## src/rtl/stream_incr_stage_if.sv

```systemverilog
// Valid/ready stream bundle for stream_incr_stage: upstream word in, incremented word and carry flag out.
interface stream_incr_stage_if #(
    parameter int WIDTH = 10
);
    logic             i_valid;
    logic             o_ready;
    logic [WIDTH-1:0] i_data;
    logic             o_valid;
    logic             i_ready;
    logic [WIDTH-1:0] o_data;
    logic             o_wrap;

    modport slave (
        input  i_valid, i_data, i_ready,
        output o_ready, o_valid, o_data, o_wrap
    );

    modport master (
        output i_valid, i_data, i_ready,
        input  o_ready, o_valid, o_data, o_wrap
    );
endinterface

```

## src/rtl/stream_incr_stage.sv

```systemverilog
// Back-pressurable stage adding STEP to each stream word, with a carry flag per word and a
// saturating count of carry events. Two-entry skid buffer: a head register and a skid register.
module stream_incr_stage #(
    parameter int WIDTH     = 10,
    parameter int STEP      = 1,
    parameter int SATURATE  = 0,
    parameter int CNT_WIDTH = 8
) (
    input  logic                 i_clk,
    input  logic                 i_rst,
    input  logic                 i_clear,
    stream_incr_stage_if.slave   st,
    output logic [CNT_WIDTH-1:0] o_wrap_count
);

    localparam logic [CNT_WIDTH-1:0] CNT_MAX = '1;

    // Returns {wrap, data}; saturating mode clamps to all-ones on carry.
    function automatic logic [WIDTH:0] incr_word(input logic [WIDTH-1:0] d);
        logic [WIDTH:0] sum;
        sum = {1'b0, d} + (WIDTH+1)'(STEP);
        if (SATURATE != 0 && sum[WIDTH]) begin
            return {1'b1, {WIDTH{1'b1}}};
        end
        return sum;
    endfunction

    logic [WIDTH:0]   res_p0;
    logic             acc_p0;
    logic             pop_p1;
    logic             vld_p1;
    logic [WIDTH-1:0] data_p1;
    logic             wrap_p1;
    logic             vld_p2;
    logic [WIDTH-1:0] data_p2;
    logic             wrap_p2;

    assign res_p0 = incr_word(st.i_data);
    assign acc_p0 = st.i_valid && st.o_ready;
    assign pop_p1 = vld_p1 && st.i_ready;

    assign st.o_ready = !vld_p2;
    assign st.o_valid = vld_p1;
    assign st.o_data  = data_p1;
    assign st.o_wrap  = wrap_p1;

    // Stage p0 -> p1/p2: head register feeds the output, skid register catches the second word.
    always_ff @(posedge i_clk or posedge i_rst) begin
        if (i_rst) begin
            vld_p1  <= 1'b0;
            data_p1 <= '0;
            wrap_p1 <= 1'b0;
            vld_p2  <= 1'b0;
            data_p2 <= '0;
            wrap_p2 <= 1'b0;
        end else if (acc_p0 && !pop_p1) begin
            if (!vld_p1) begin
                vld_p1  <= 1'b1;
                data_p1 <= res_p0[WIDTH-1:0];
                wrap_p1 <= res_p0[WIDTH];
            end else begin
                vld_p2  <= 1'b1;
                data_p2 <= res_p0[WIDTH-1:0];
                wrap_p2 <= res_p0[WIDTH];
            end
        end else if (!acc_p0 && pop_p1) begin
            if (vld_p2) begin
                vld_p2  <= 1'b0;
                data_p1 <= data_p2;
                wrap_p1 <= wrap_p2;
            end else begin
                vld_p1  <= 1'b0;
            end
        end else if (acc_p0 && pop_p1) begin
            // Accept is only possible with the skid empty, so the new word goes straight to the head.
            data_p1 <= res_p0[WIDTH-1:0];
            wrap_p1 <= res_p0[WIDTH];
        end
    end

    // Carry events are counted as they are accepted; clear takes priority over a same-cycle event.
    always_ff @(posedge i_clk or posedge i_rst) begin
        if (i_rst) begin
            o_wrap_count <= '0;
        end else if (i_clear) begin
            o_wrap_count <= '0;
        end else if (acc_p0 && res_p0[WIDTH] && o_wrap_count != CNT_MAX) begin
            o_wrap_count <= o_wrap_count + CNT_WIDTH'(1);
        end
    end

endmodule

```

## src/flat_wrapper.sv

```systemverilog
// flat-port wrapper written by rule: the top's interface ports become plain ports
module stream_incr_stage_flat 
#(
    parameter int WIDTH     = 10,
    parameter int STEP      = 1,
    parameter int SATURATE  = 0,
    parameter int CNT_WIDTH = 8
)
  (i_clk, i_rst, i_clear, o_wrap_count, st_i_valid, st_i_data, st_i_ready, st_o_ready, st_o_valid, st_o_data, st_o_wrap);
  stream_incr_stage_if #(.WIDTH(WIDTH)) st_i ();
  input  logic i_clk;
  input  logic i_rst;
  input  logic i_clear;
  output logic [CNT_WIDTH-1:0] o_wrap_count;
  input wire logic [$bits(st_i.i_valid)-1:0] st_i_valid;
  input wire logic [$bits(st_i.i_data)-1:0] st_i_data;
  input wire logic [$bits(st_i.i_ready)-1:0] st_i_ready;
  output wire logic [$bits(st_i.o_ready)-1:0] st_o_ready;
  output wire logic [$bits(st_i.o_valid)-1:0] st_o_valid;
  output wire logic [$bits(st_i.o_data)-1:0] st_o_data;
  output wire logic [$bits(st_i.o_wrap)-1:0] st_o_wrap;
  assign st_i.i_valid = st_i_valid;
  assign st_i.i_data = st_i_data;
  assign st_i.i_ready = st_i_ready;
  assign st_o_ready = st_i.o_ready;
  assign st_o_valid = st_i.o_valid;
  assign st_o_data = st_i.o_data;
  assign st_o_wrap = st_i.o_wrap;
  stream_incr_stage #(.WIDTH(WIDTH), .STEP(STEP), .SATURATE(SATURATE), .CNT_WIDTH(CNT_WIDTH)) u_core (.i_clk(i_clk), .i_rst(i_rst), .i_clear(i_clear), .st(st_i), .o_wrap_count(o_wrap_count));
endmodule
```

## config.mk

```make
export PLATFORM = sky130hd
export DESIGN_NAME = stream_incr_stage_flat
export DESIGN_NICKNAME = d
export VERILOG_FILES = /design/src/rtl/stream_incr_stage_if.sv /design/src/rtl/stream_incr_stage.sv /design/src/flat_wrapper.sv
export SDC_FILE = /design/constraint.sdc
export NUM_CORES = 1
export LEC_CHECK = 0
export CAP_MARGIN = 15
export CORE_ASPECT_RATIO = 0.8
export CORE_MARGIN = 5
export CORE_UTILIZATION = 45
export CTS_CLUSTER_SIZE = 40
export DETAILED_ROUTE_END_ITERATION = 8
export PLACE_DENSITY_LB_ADDON = 0.3
export SYNTH_ARGS = -nofsm -noshare
export SYNTH_HDL_FRONTEND = slang
export SYNTH_SLANG_ARGS = --single-unit
```

## constraint.sdc

```tcl
create_clock -name i_clk -period 1.8 [get_ports i_clk]
set_input_delay 0.36 -clock i_clk [delete_from_list [all_inputs] [get_ports i_clk]]
set_output_delay 0.36 -clock i_clk [all_outputs]
set_load 0.02 [all_outputs]
```

==> summary.txt <==
Synth
  • Main synth FF type: dfrtp_1
  • Cell taking the most area after synthesis: dfrtp_1
  • Synth async-reset ratio: 100%
  • Yosys top cell area share: 48.0%
  • Synth area leaders: dfrtp_1 (48%), nand2_1 (6.5%), o21ai_0 (5.4%)
  • Post-synthesis register bit count: 32
  • Syn nets: 200
  • Post-synth EDFFs: 0
  • Post-Synthesis Cells: roughly 180
  • Mapped cell area: 1670 sq um
  • Synth cell types: 35
  • Count leader, synth: dfrtp_1
  • Ys Warns: 0
  • Top post-synthesis cells by count: dfrtp_1 (32), nand2_1 (29), o21ai_0 (18)
  • Avg Cell Area, Syn: ~9.3 sq um
  • Seq/Total Area, Yosys: just under 50%

Timing
  • Worst-Margin Slew: between 0.4 and 0.5 ns
  • Clk_skew: 0.00416 ns
  • Final hold violation count: 0
  • Final Cycle Share: a little over nine tenths
  • Fmax: between 0.5 and 0.6 GHz
  • Final Setup Violations: 0
  • Setup TNS: 0 ns
  • Max-slew violations: 0
  • Final WS setup: 0.0382 ns
  • Min Tclk post-route: 1.76 ns
  • Max transition margin: 72.7%

Placed design
  • Dpl ws: -0.582 ns
  • Buffers on Ports: 35
  • Gpl congestion: about 0.80
  • Post-placement cell count: 282
  • Final HPWL from detailed placement: between 3000 and 4000 um

Clocking
  • CTS clk-pin slew, worst paths: around 0.070 ns
  • CTS Sinks: 32
  • Total CTS buffers: 5
  • Clk root buf: clkbuf_8
  • Clk buf depth: 2
  • H-tree levels: 2
  • CTS tree: yes
  • Worst-Skew Late Latency: 0.29 ns

Drt
  • Final wirelength: just under 5000 um
  • Remaining DRCs: 0
  • DRT Pass-1 Iters: 4
  • 1st-iter DRT viols: about 140
  • Vias: between 1,500 and 2,000
  • WL per Instance: ~17 um
  • Vias/cell: 5.61
  • Antenna-violating nets left: 0

Floorplanning
  • Initial Utilization: 47.7%
  • Core area: between 3000 and 4000 sq um
  • FP Rows: 19
  • Ports: 36
  • Horiz. Die Dim: between 70 and 80 um
  • Die footprint: 5030 sq um
  • Die height: between 60 and 70 um

GRT
  • Remaining Overflow, GRT: 0
  • First-pass GRT wire length: around 8100 um
  • Largest net degree at the start of global routing: 33
  • Vias in the first global route: 1,682
  • Initial antenna violation count: 0
  • GRT Resource Usage Total: about a fifth

Worst setup path
  • Max incr delay on CP: approximately 0.5 ns
  • Critical-path top delay cell: clkdlybuf4s50_1
  • CP cell instances: clkdlybuf4s50_1, and4_4, nand4_4, buf_4, or3_1, a21oi_1
  • Req. time, crit path: about 2.0 ns
  • CP delay by family, top: simple AND/OR/NAND/NOR gates
  • Buf+Inv Stages, Crit Path: 2
  • Critical Path AT: slightly below 2 ns
  • CP Capture Type: register
  • Register-to-register setup slack: about 0.060 ns
  • Crit Path Class: input port to register
  • Max FO, Critical Path: 6
  • Crit start category: input port

Layout
  • Finished Layout Cells: about 300
  • Layout cells sized above 1: roughly 28%
  • Number of diodes: 0
  • Final nets: 274
  • Area growth from synthesis to layout: 52.3%

Outcome
  • Status: complete, no violations

Run
  • Max Cap Viol: 0

Power and ir drop
  • Max VDD drop: a little under 700 uV
  • Power per cell area: 1270 nW/um^2
  • Lkg Pwr: between 1 and 1.5 nW

Worst hold path
  • Min-delay worst type: input port to async pin
==> registers in the layout, indices dropped and copies added (netlist names) <==
signal	count
u_core.data_p2	10
u_core.o_wrap_count	8
u_core.st.o_data	10
u_core.st.o_valid	1
u_core.st.o_wrap	1
u_core.vld_p2	1
u_core.wrap_p2	1
==> timing repair <==
action | in CTS | in global routing
pin swaps | 5 | 7
cloned | 2 | 0
hold buffers | 0 | 0
endpoints found under the setup margin | 21 | 13
setup buffers | 3 | 1
gates resized for setup | 17 | 8
==> metal layers <==
layer,part of all wire [%],global-route usage [%],up-vias,wire length [um]
li1,-,-,793,-
met1,44,26.3,821,2170
met2,49,33.0,33,2380
met3,5.0,6.65,13,243
met4,2.0,7.38,0,99
met5,0,0,-,0
==> path summary, 6_finish.rpt <==
kind                                   start                     end  cells past startpoint
setup reg to reg               u_core.vld_p2     u_core.st.o_data[4]                      7
max in group asynchronous              i_rst       u_core.st.o_valid                      3
min in group i_clk         u_core.data_p2[1]       u_core.data_p2[1]                      2
setup / recovery                st_i_data[5]  u_core.o_wrap_count[0]                      6
hold reg to reg            u_core.data_p2[1]       u_core.data_p2[1]                      2
hold / removal                         i_rst  u_core.o_wrap_count[6]                      3
==> worst reg2reg max path: stages, from the launching register on <==
cell	delay (ns)
dfrtp_1	0.41
nor2b_4	0.17
inv_2	0.07
ha_1	0.19
nor2b_4	0.14
or3_4	0.42
a211oi_2	0.17
a21o_1	0.10
==> cells by family after synthesis <==
family,synth area share [%]
adder cells (fa/ha/maj),4.50
AO/OA/AOI/OAI,18.2
XOR/XNOR,3.15
buffers and inverters,3.00
AND/OR/NAND/NOR,23.0
flip-flops,48.0
==> stage by stage <==
step	instance area (sq um)	power (W)	util (%)	hold WS, ns
after detailed placement	2300	0.00241	65.8	0.469
after global placement	2300	0.00235	65.8	0.459
after floorplan	1690	0.00180	-	0.446
after CTS	2500	0.00319	71.4	0.467
after global routing	2540	0.00344	72.6	0.493
final	2540	0.00322	72.6	0.451
==> layout by cell type (no fill, tap or decap), types with 3 or more instances in the layout <==
| cell type | n |
|---|---|
| buf_4 | 37 |
| clkdlybuf4s50_1 | 31 |
| dfrtp_1 | 31 |
| nand2_1 | 28 |
| o21ai_0 | 18 |
| nand3_1 | 8 |
| a21oi_1 | 8 |
| nor2_1 | 7 |
| o31ai_1 | 5 |
| inv_1 | 5 |
| clkbuf_8 | 5 |
| o211ai_1 | 4 |
| xor2_1 | 4 |
| or3_1 | 4 |
| ha_1 | 4 |
| dlygate4sd2_1 | 4 |
| nand4_1 | 3 |
| nor2b_4 | 3 |
| or4_1 | 3 |
| a31oi_1 | 3 |
==> report_power, final <==
group          switching [W]  internal, W  leakage (nW)
clock               0.000284     0.000409        0.0541
combinational       0.000732     0.000672         0.631
sequential          0.000155     0.000968         0.407
total                0.00117      0.00205          1.09
==> final cells by class <==
type / instances / area (sq um)
clock buffer: 5 / 68.8
clock inverter: 3 / 42.5
fill: 244 / 956
inverter: 6 / 22.5
multi-input combinational: 136 / 927
sequential: 32 / 802
tap: 42 / 52.6
timing repair buffer: 72 / 623
Power figures use the tool's default switching activity.
==> edit (config.mk and constraints unchanged) <==
`SATURATE` is set to 0 in 2 places; all go to 1.
--- a/src/rtl/stream_incr_stage.sv
+++ b/src/rtl/stream_incr_stage.sv
@@ -3,7 +3,7 @@
 module stream_incr_stage #(
     parameter int WIDTH     = 10,
     parameter int STEP      = 1,
-    parameter int SATURATE  = 0,
+    parameter int SATURATE  = 1,
     parameter int CNT_WIDTH = 8
 ) (
     input  logic                 i_clk,
--- a/src/flat_wrapper.sv
+++ b/src/flat_wrapper.sv
@@ -3,7 +3,7 @@
 #(
     parameter int WIDTH     = 10,
     parameter int STEP      = 1,
-    parameter int SATURATE  = 0,
+    parameter int SATURATE  = 1,
     parameter int CNT_WIDTH = 8
 )
   (i_clk, i_rst, i_clear, o_wrap_count, st_i_valid, st_i_data, st_i_ready, st_o_ready, st_o_valid, st_o_data, st_o_wrap);
Check against the original RTL: not equivalent (Yosys sat finds a counterexample within 4 cycles, from zero or initial values and one cycle with i_rst high).
==> edit against the original RTL <==
The flow now finishes with violations (negative setup slack). Non-clock buffer count up 18. Total power increased by 9.2%. Final area rose by 13%. Count of clock-buffer cells in the layout grew 2. Register-to-register slack worse by 0.10 ns. Critical endpoint unchanged. Worst hold slack got worse by 0.014 ns. Via count grew 18%. Routed wire length up 24%. Area after synthesis grew 6.1%. Sequential cell count unchanged. Setup slack worse by 0.083 ns.
==> edit: results (changes against the original RTL) <==
\begin{tabular}{lr}
\hline
Metric & Value \\
\hline
\multicolumn{2}{l}{\textbf{Synth}} \\
Portion of the post-synthesis area used by sequential elements & 45.3\% (-2.8 points) \\
Most instantiated cells after synthesis & sky130\_fd\_sc\_hd\_\_dfrtp\_1, sky130\_fd\_sc\_hd\_\_nand2\_1, sky130\_fd\_sc\_hd\_\_o21ai\_0 \\
Biggest area contributors in the synthesized netlist & sky130\_fd\_sc\_hd\_\_dfrtp\_1, sky130\_fd\_sc\_hd\_\_o21ai\_0, sky130\_fd\_sc\_hd\_\_nand2\_1 \\
Post-Synthesis Net Count & 218 (+9.0\%) \\
Distinct cell type count of the synthesized netlist & 38 (+8.6\%) \\
\multicolumn{2}{l}{\textbf{Setup path}} \\
Critical path origin & u\_core.vld\_p2\$\_DFFE\_PP0P\_ \\
Cell at the slowest stage of the critical path & sky130\_fd\_sc\_hd\_\_or4\_4 \\
Arrival @ worst endpoint & 2.04 ns (+0.06 ns) \\
Largest fanout of any net on the critical path & 8 (+2) \\
\multicolumn{2}{l}{\textbf{Timing}} \\
Least setup slack across all paths after layout & -0.0447 ns (-0.0829 ns) \\
Final setup violating endpoints & 2 (+2) \\
\multicolumn{2}{l}{\textbf{Final layout}} \\
Clock buffer and inverter area fraction after layout & 3.36\% (-1.0 points) \\
Number of ordinary and repair buffers in the finished layout & 90 (+25\%) \\
Number of fillers in the final layout & 248 (+1.6\%) \\
Signal buffers share of area & 27.1\% (+2.6 points) \\
Number of inverters outside the clock class in the layout & 7 (+1) \\
\multicolumn{2}{l}{\textbf{Power and ir drop}} \\
Leakage power & 1.23 nW (+13\%) \\
Net switching component of the power & 1.29 mW (+10\%) \\
Clock network fraction of total power & 17.1\% (-4.4 points) \\
\multicolumn{2}{l}{\textbf{Place}} \\
DP Worst Slack & -0.598 ns (-0.0157 ns) \\
DP HPWL & 3540 um (+8.8\%) \\
\multicolumn{2}{l}{\textbf{GRT}} \\
Vias in the first global route & 1,835 (+9.1\%) \\
Global-route wire length before repair & 8630 um (+6.1\%) \\
\multicolumn{2}{l}{\textbf{Run status}} \\
Run status & complete, but fails checks \\
Violations in the final reports & negative setup slack \\
\multicolumn{2}{l}{\textbf{Min path}} \\
Hold WC Path Type & in2reg \\
\multicolumn{2}{l}{\textbf{Route}} \\
Average wire length per cell after detail routing & 17.8 um (+7.6\%) \\
\hline
\end{tabular}
-- edit: changes by cell type after synthesis, sizes merged, moves of 3 or more --
cell	before	now
nor2	7	10
clkbuf	4	7
nand3	8	11
nand2	29	24
a21oi	10	17
xor2	4	0
-- edit: cells by family (layout without fill, tap and decap cells) --
logic type                 count (synthesis)  count (layout)  synth area share [%]
adders and majority gates                  6               6                  4.25
AOI/OAI and AO/OA                         59              59                  19.6
muxes                                      2               2                  1.13
and+or+nand+nor                           80              80                  24.2
buffers and inverters                     16             104                  4.53
DFF                                       32              32                  45.3
xor gates and xnor gates                   2               2                 0.991
-- edit: routing by layer --
layer / wire length [um] / GRT usage [%] / share of wire, % / up-vias
met3: 380 / 5.31 / 6.3 / 23
met4: 198 / 8.86 / 3.3 / 0
met2: 2890 / 34.0 / 48 / 108
met1: 2580 / 27.5 / 43 / 932
met5: 0 / 0 / 0 / -
li1: - / - / - / 893
